==> src/rtl/blink_pkg.sv <==
// ============================================================================
// blink_pkg : shared types and constants for the multi-channel blinker
// Rev 1.0
// ============================================================================
`default_nettype none

package blink_pkg;

   typedef enum logic [1:0] {
      MODE_OFF    = 2'd0,
      MODE_FIXED  = 2'd1,
      MODE_RANDOM = 2'd2,
      MODE_TOGGLE = 2'd3
   } mode_e;

   // Galois form of x^16+x^14+x^13+x^11+1, right-shifting
   localparam logic [15:0] LFSR_MASK = 16'hB400;

   localparam int DEFAULT_INTERVAL = 10;

endpackage

`default_nettype wire

==> src/rtl/blink_lfsr.sv <==
// ============================================================================
// blink_lfsr : free-running Galois LFSR supplying jitter to all channels
// Rev 1.0
// ============================================================================
`default_nettype none

module blink_lfsr
   import blink_pkg::*;
#(
   parameter int unsigned           LFSR_W    = 16,
   parameter logic [LFSR_W-1:0]     LFSR_SEED = LFSR_W'(16'hACE1)
) (
   input  logic              clk,
   input  logic              rstbtn,
   output logic [LFSR_W-1:0] state
);

   localparam logic [LFSR_W-1:0] c_MASK = LFSR_W'(LFSR_MASK);
   // An all-zero seed would lock the register up
   localparam logic [LFSR_W-1:0] c_SEED = (LFSR_SEED == '0) ? LFSR_W'(1) : LFSR_SEED;

   logic [LFSR_W-1:0] state_q;

   always_ff @(posedge clk) begin
      if (!rstbtn) begin
         state_q <= c_SEED;
      end else begin
         state_q <= {1'b0, state_q[LFSR_W-1:1]} ^ (state_q[0] ? c_MASK : '0);
      end
   end

   assign state = state_q;

endmodule

`default_nettype wire

==> src/rtl/multi_blinker.sv <==
// ============================================================================
// multi_blinker : N-channel LED blinker, OFF/FIXED/RANDOM/TOGGLE per channel
// Rev 1.0
// ============================================================================
`default_nettype none

module multi_blinker
   import blink_pkg::*;
#(
   parameter int unsigned       NUM_CH           = 3,
   parameter int unsigned       CNT_W            = 8,
   parameter int unsigned       RAND_W           = 4,
   parameter int unsigned       LFSR_W           = 16,
   parameter logic [LFSR_W-1:0] LFSR_SEED        = LFSR_W'(16'hACE1),
   parameter int unsigned       DEFAULT_INTERVAL = blink_pkg::DEFAULT_INTERVAL
) (
   input  logic              clk,
   input  logic              rstbtn,
   input  logic              en,
   input  logic              cfg_we,
   input  logic [2:0]        cfg_ch,
   input  logic [1:0]        cfg_mode,
   input  logic [CNT_W-1:0]  cfg_interval,
   output logic [NUM_CH-1:0] leds,
   output logic [NUM_CH-1:0] blink_evt
);

   localparam logic [CNT_W:0] c_ONE = (CNT_W+1)'(1);

   if ((NUM_CH * RAND_W) > LFSR_W || NUM_CH < 1 || NUM_CH > 8) begin : g_bad_cfg
      $error("multi_blinker: need 1<=NUM_CH<=8 and NUM_CH*RAND_W <= LFSR_W");
   end

   function automatic logic [CNT_W:0] eff_interval(input logic [CNT_W-1:0] iv);
      return (iv == '0) ? c_ONE : {1'b0, iv};
   endfunction

   logic [LFSR_W-1:0] lfsr_state;
   logic              w_unused_lfsr;

   blink_lfsr #(
      .LFSR_W    (LFSR_W),
      .LFSR_SEED (LFSR_SEED)
   ) u_lfsr (
      .clk    (clk),
      .rstbtn (rstbtn),
      .state  (lfsr_state)
   );

   // Some LFSR bits carry no jitter for small channel counts
   assign w_unused_lfsr = ^lfsr_state;

   for (genvar i = 0; i < NUM_CH; i++) begin : g_ch
      mode_e              mode_q;
      logic [CNT_W-1:0]   ival_q;
      logic [CNT_W:0]     cnt_q;
      logic [CNT_W:0]     per_q;
      logic               led_q;
      logic               evt_q;

      logic               wr_hit;
      logic               evt_hit;
      logic [CNT_W:0]     rnd_ext;
      logic [CNT_W:0]     wr_per_d;
      logic [CNT_W:0]     ev_per_d;

      always_comb begin
         rnd_ext  = {{(CNT_W+1-RAND_W){1'b0}}, lfsr_state[i*RAND_W +: RAND_W]};
         wr_hit   = cfg_we && (cfg_ch == 3'(i));
         evt_hit  = (mode_q != MODE_OFF) && en && (cnt_q == per_q - c_ONE);
         wr_per_d = eff_interval(cfg_interval)
                  + ((mode_e'(cfg_mode) == MODE_RANDOM) ? rnd_ext : '0);
         ev_per_d = eff_interval(ival_q)
                  + ((mode_q == MODE_RANDOM) ? rnd_ext : '0);
      end

      // A config write on the event edge takes priority and swallows the event
      always_ff @(posedge clk) begin
         if (!rstbtn) begin
            mode_q <= MODE_OFF;
            ival_q <= CNT_W'(DEFAULT_INTERVAL);
            cnt_q  <= '0;
            per_q  <= eff_interval(CNT_W'(DEFAULT_INTERVAL));
            led_q  <= 1'b0;
            evt_q  <= 1'b0;
         end else if (wr_hit) begin
            mode_q <= mode_e'(cfg_mode);
            ival_q <= cfg_interval;
            cnt_q  <= '0;
            per_q  <= wr_per_d;
            led_q  <= 1'b0;
            evt_q  <= 1'b0;
         end else if (mode_q == MODE_OFF) begin
            cnt_q  <= '0;
            led_q  <= 1'b0;
            evt_q  <= 1'b0;
         end else if (!en) begin
            evt_q  <= 1'b0;
         end else if (evt_hit) begin
            cnt_q  <= '0;
            per_q  <= ev_per_d;
            evt_q  <= 1'b1;
            led_q  <= (mode_q == MODE_TOGGLE) ? ~led_q : 1'b1;
         end else begin
            cnt_q  <= cnt_q + c_ONE;
            evt_q  <= 1'b0;
            if (mode_q != MODE_TOGGLE) begin
               led_q <= 1'b0;
            end
         end
      end

      assign leds[i]      = led_q;
      assign blink_evt[i] = evt_q;
   end

endmodule

`default_nettype wire

==> config.mk <==
export PLATFORM = sky130hd
export DESIGN_NAME = multi_blinker
export DESIGN_NICKNAME = d
export VERILOG_FILES = /design/src/rtl/blink_pkg.sv /design/src/rtl/blink_lfsr.sv /design/src/rtl/multi_blinker.sv
export SDC_FILE = /design/constraint.sdc
export NUM_CORES = 1
export LEC_CHECK = 0
export ABC_AREA = 0
export CAP_MARGIN = 5
export CORE_UTILIZATION = 65
export DETAILED_ROUTE_END_ITERATION = 10
export DONT_BUFFER_PORTS = 1
export HOLD_SLACK_MARGIN = 0.12
export PLACE_DENSITY = 0.81
export SYNTH_ARGS = -nofsm -noshare
export SYNTH_HDL_FRONTEND = slang
export SYNTH_SLANG_ARGS = --single-unit
==> constraint.sdc <==
create_clock -name clk -period 6.45 [get_ports clk]
set_input_delay 0.9675 -clock clk [delete_from_list [all_inputs] [get_ports clk]]
set_output_delay 0.9675 -clock clk [all_outputs]
set_load 0.03 [all_outputs]
-- Word-level counts from Yosys, hierarchy flattened
Index checks and enable logic that the tools add are counted.
- output and inout port bits: 6
- word-level logic and storage cells: 134
- latch bits: 0
- memory bits (read-only): 0
- memory bits (writable): 0
- memories: 0
- register bits after elaboration: 106
- magnitude comparators: 0
- bitwise logic cells: 6
- $add $sub $neg: 12
- muxes and demuxes: 38
- equality and inequality tests: 18
- $mul: 0
- reduce and logical (&&, ||, !) cells: 41
- divide/modulo/power cells: 0
- shift operators: 0
- operators with widths (kind ; number):
    $mux 9 ; 15
    $add 8x4->9 ; 4
    $logic_not 8->1 ; 4
    $mux 8 ; 4
    $add 9x1->9 const B ; 3
    $eq 9x9->1 ; 3
    $sub 9x1->9 const B ; 3
    $mux 4 ; 6
    $reduce_bool 2->1 ; 12
    $add 9x4->9 ; 2
    $mux 16 ; 1
    $xor 15x16->16 ; 1
    $eq 2x2->1 const B ; 7
    $mux 1 ; 12
    $ne 2x2->1 const B ; 6
    $reduce_or 4->1 ; 3
    $logic_and 1x1->1 ; 9
    $reduce_and 3->1 ; 3
    $reduce_or 3->1 ; 3
    $logic_not 2->1 ; 3
    $reduce_and 2->1 ; 3
    $not 1->1 ; 5
    $eq 3x1->1 const B ; 1
    $eq 3x2->1 const B ; 1
    $logic_not 3->1 ; 1

-- Logic depth before layout (Yosys ltp)
- depth in word-level cells: 7
- gate-level depth with buffers: 12

-- Hierarchy
From an unflattened synthesis, not the netlist that was laid out.
- cell total of the unflattened synthesis: 836
- area, all modules: 6765.2 µm²
- modules (own cells, without submodules) (module ; times used ; seq. area each (µm²) ; area each (µm²) ; cells an instance):
    multi_blinker ; 1 ; 1801.7 ; 6312.3 ; 800
    blink_lfsr ; 1 ; 320.3 ; 452.9 ; 36

-- Worst setup path after synthesis
Ideal clock, no wire load.
- kind: input-to-reg
- from: in cfg_interval[6]
- to: reg g_ch[1].per_q[6]
- stages: 11
- arrival: 3.048 ns
- slack: 3.282 ns
- setup time: 0.120 ns
- cells stage by stage: clkbuf_1 -> nor3_1 -> a21o_1 -> ha_1 -> fa_1 -> a21o_1 -> a21oi_1 -> nor2_1 -> xnor2_1 -> o22ai_1 -> o31a_1
- cells in the longest elaborated chain, start to end: 4
- ends and longest elaborated chain (item ; RTL line ; RTL):
    start: declaration ; multi_blinker.sv:23 ; input logic [CNT_W-1:0] cfg_interval,
    $logic_not 8->1 ; multi_blinker.sv:35 ; return (iv == '0) ? c_ONE : {1'b0, iv};
    $mux 8 (*) ; multi_blinker.sv:35 ;
    $add 9x4->9 (*) ; multi_blinker.sv:72 ; + ((mode_e'(cfg_mode) == MODE_RANDOM) ? rnd_ext : '0);
    $mux 9 (*) ; multi_blinker.sv:86 ; end else if (wr_hit) begin
    end signal: assignment ; multi_blinker.sv:83 ; per_q <= eff_interval(CNT_W'(DEFAULT_INTERVAL));
    end signal: assignment ; multi_blinker.sv:90 ; per_q <= wr_per_d;
    end signal: assignment ; multi_blinker.sv:101 ; per_q <= ev_per_d;
    end: declaration ; multi_blinker.sv:57 ; logic [CNT_W:0] per_q;
Every way passes the cells marked *; elsewhere a longest branch is shown, timed or not.
A chain may end at the register's enable or synchronous reset.

-- Final worst setup path
- from: reg g_ch[0].per_q[0]
- to: reg g_ch[0].per_q[7]
- cells in the longest elaborated chain, start to end: 5
- ends and longest elaborated chain (item ; RTL line ; RTL):
    start: declaration ; multi_blinker.sv:57 ;
    start signal: assignment ; multi_blinker.sv:83 ;
    start signal: assignment ; multi_blinker.sv:90 ;
    start signal: assignment ; multi_blinker.sv:101 ;
    $sub 9x1->9 ; multi_blinker.sv:70 ; evt_hit = (mode_q != MODE_OFF) && en && (cnt_q == per_q - c_ONE);
    $eq 9x9->1 ; multi_blinker.sv:70 ;
    $logic_and 1x1->1 ; multi_blinker.sv:70 ;
    $reduce_bool 2->1 (no source line) ; - ;
    $reduce_and 3->1 (no source line) ; - ;
Every way passes these cells.

==> impl_metrics.yaml <==
floorplanning:
  floorplan.io_pins: 23
  dieArea_um2: 10700
  initial_core_util_pct: 67.9
  chipHeight_um: 103
  fp.coreArea_um2: 9860
  die_width_um: 103
  rows: 36
synthesis:
  synth_compound_area_share_pct: 17.4
  ys_ff_latch: 106
  synthesis.yosys.warnings: 0
  post_syn_instances: 820
  synth_seq_area_share_pct: 31.7
  mappedNetlistNets: 873
  synth.distinct_cells: 67
  synth-edff-count: 0
  post_synth_instance_area_um2: 6690
  yosys.area_share.simple_pct: 24.4
  synth_flop_cell: "sky130_fd_sc_hd__dfxtp_1"
  synth-adder-area-share_pct: 7.40
  postSynth.asyncResetShare_pct: 0
  post_synth_mux_area_share_pct: 1.40
  post_synth_xor_area_fraction_pct: 12.6
  main_combinational_cell_family_by_area_after_synthesis: "simple AND/OR/NAND/NOR gates"
  syn_area_per_cell_um2: 8.16
clock_tree:
  tritoncts: "done"
  post_cts_hold_buffer_count: 0
  clk_transition_reported_paths_ns: 0.10
  cts_htree_levels: 3
  clockBufferDepth: 2
  post_cts.resized_instances: 0
  numClockSinks: 106
  postCtsSetupBuffers: 0
  clock_latency_ns: 0.39
  ctsRootBufferMaster: "sky130_fd_sc_hd__clkbuf_8"
  cts-buffers-inserted: 9
place:
  detailedPlacementHpwl_mm: 11.4
  place_ws_ns: 3.00
  globalplace.congestion: 0.952
  count_of_buffers_from_port_buffering: 0
worst_setup_path:
  cp-start-kind: "flop"
  type_of_element_capturing_the_critical_path: "flop"
  worst-path-max-fanout: 13
  worst_ep_required_time_ns: 6.66
  critPathArrivalTime_ns: 3.61
  crit_type: "flop to flop"
drt:
  antenna_violating_nets_post_route: 0
  vias_per_cell: 6.25
  wl_met3_um: 788
  finalWirelength_mm: 15.5
  drt_iter0_markers: 360
  met2_wirelength_mm: 7.47
  highest_layer: "met4"
  dr_total_vias: 5708
  detailedRoute.firstPassIterationCount: 5
  drc_errors: 0
  avgRoutedWirePerCell_um: 16.9
  routedLengthMet1_mm: 6.85
sta:
  rsz0062_at_grt: "false"
  skew_ns: 0.0150
  maxSlewHeadroom_pct: 36.4
  min_tclk_post_route_ns: 3.40
  hold_violations: 0
  maxSlewViolCount: 0
  clock.fmax_mhz: 294
  setup_viol: 0
  actual_transition_at_the_worst_max_transition_pin_ns: 0.948
  fin_worst_hold_slack_ns: 0.421
  setup_slack_ns: 3.05
  setup_total_negative_slack_ns: 0
  final.period_utilization_pct: 52.7
final_layout:
  finish.net_count: 828
  num_antenna_cells: 0
  layout_common_cells: "sky130_fd_sc_hd__dfxtp_1, sky130_fd_sc_hd__nand2_1, sky130_fd_sc_hd__a21oi_1, sky130_fd_sc_hd__nor2_1, sky130_fd_sc_hd__xor2_1"
  syn2layout_area_growth_pct: 3.03
  final_layout_size_suffix_gt1_share_pct: 4.10
  layout.cells.most_common: "sky130_fd_sc_hd__dfxtp_1"
power:
  static-leakage-power_nw: 2.63
  power.density_cell_area_nw_per_um2: 190
  p_total_mw: 1.31
  irDropWorstVdd_v: 0.000246
global_route:
  first_global_vias: 5381
  initial_antenna_violation_count: 0
  sum_of_overflow_across_all_layers_after_global_routing: 0
  grt_max_degree: 48
  grtUsageTotal_pct: 31.2
  first_pass_grt_wire_length_mm: 25.8
run:
  max_cap_violations: 0
status:
  outcome: "finished, final reports clean"
hold_path:
  hold_path.class: "flop to flop"
## cell usage after synthesis, drive strengths merged, types with 5 or more instances
master / count / share of area, %
a2111oi: 6 / 1.4
a211oi: 5 / 0.56
a21o: 19 / 2.1
a21oi: 52 / 3.9
a31oi: 7 / 0.65
and2: 34 / 3.2
and3: 11 / 1.0
buf: 10 / 1.0
clkbuf: 49 / 2.7
dfxtp: 106 / 32
fa: 6 / 1.8
ha: 30 / 5.6
inv: 23 / 1.3
mux2i: 6 / 0.90
nand2: 95 / 5.3
nand2b: 15 / 1.4
nand3: 21 / 1.6
nand4: 17 / 1.6
nor2: 50 / 2.8
nor2b: 12 / 1.1
nor3: 29 / 2.2
nor4: 11 / 1.0
o2111ai: 5 / 0.65
o211ai: 15 / 1.7
o21ai: 31 / 2.3
o221ai: 6 / 0.79
or4: 5 / 0.62
xnor2: 45 / 5.9
xor2: 46 / 6.0
## logic make-up after synthesis
kind of cell	count (synthesis)
AND/OR/NAND/NOR	322
AO/OA/AOI/OAI	172
flip-flops	106
XOR/XNOR	93
buffers and inverters	82
adder cells (fa/ha/maj)	36
multiplexers	9
## final timing paths
kind | end | cells past startpoint | slack (ns) | from
setup reg to reg | g_ch[0].per_q[7] | 6 | 3.05 | g_ch[0].per_q[0]
hold / removal | u_lfsr.state[11] | 1 | 0.42 | u_lfsr.state[12]
setup / recovery | g_ch[0].per_q[7] | 6 | 3.05 | g_ch[0].per_q[0]
hold reg to reg | u_lfsr.state[11] | 1 | 0.42 | u_lfsr.state[12]
## critical path, cell delays in order, from the launching register on
cell and delay (ns):
sky130_fd_sc_hd__dfxtp_1 0.38, sky130_fd_sc_hd__or4_4 0.58, sky130_fd_sc_hd__or4_1 0.52, sky130_fd_sc_hd__a21o_1 0.23, sky130_fd_sc_hd__a2111o_1 0.55, sky130_fd_sc_hd__nor2_1 0.71, sky130_fd_sc_hd__a2111oi_0 0.26
## metrics by stage
step | instances | util [%] | area, um2
after floorplan | 820 | - | 6690
after global placement | 897 | 67.4 | 6640
after detailed placement | 897 | 67.4 | 6640
after CTS | 913 | 69.9 | 6900
after global routing | 913 | 69.9 | 6900
final | 913 | 69.9 | 6900
## area by class of cell
type / instances / area, um2
clock buffers: 12 / 155
fillers: 815 / 2970
clock inverters: 4 / 97.6
multi-input cells: 632 / 4250
repair buffers: 3 / 22.5
inverters: 23 / 86.3
flip-flops and latches: 106 / 2120
well taps: 133 / 166
## per-layer routing
layer	up-vias	track usage (%)
met3	27	8.40
li1	2787	-
met5	-	0
met4	0	9.97
met2	162	53.6
met1	2732	37.8
## sequential cells by signal (all words and copies together) (netlist names)
register      flops
g_ch.mode_q       6
g_ch.cnt_q       27
g_ch.led_q        3
g_ch.ival_q      24
g_ch.per_q       27
g_ch.evt_q        3
u_lfsr.state     16
## power by group
part	internal (mW)	leakage, nW	total (mW)	switching [mW]
Sequential	0.670	0.861	0.688	0.0174
Combinational	0.0503	1.65	0.113	0.0627
Clock	0.279	0.123	0.508	0.228
Total	1.00	2.63	1.31	0.308
(Power assumes the default switching activity.)
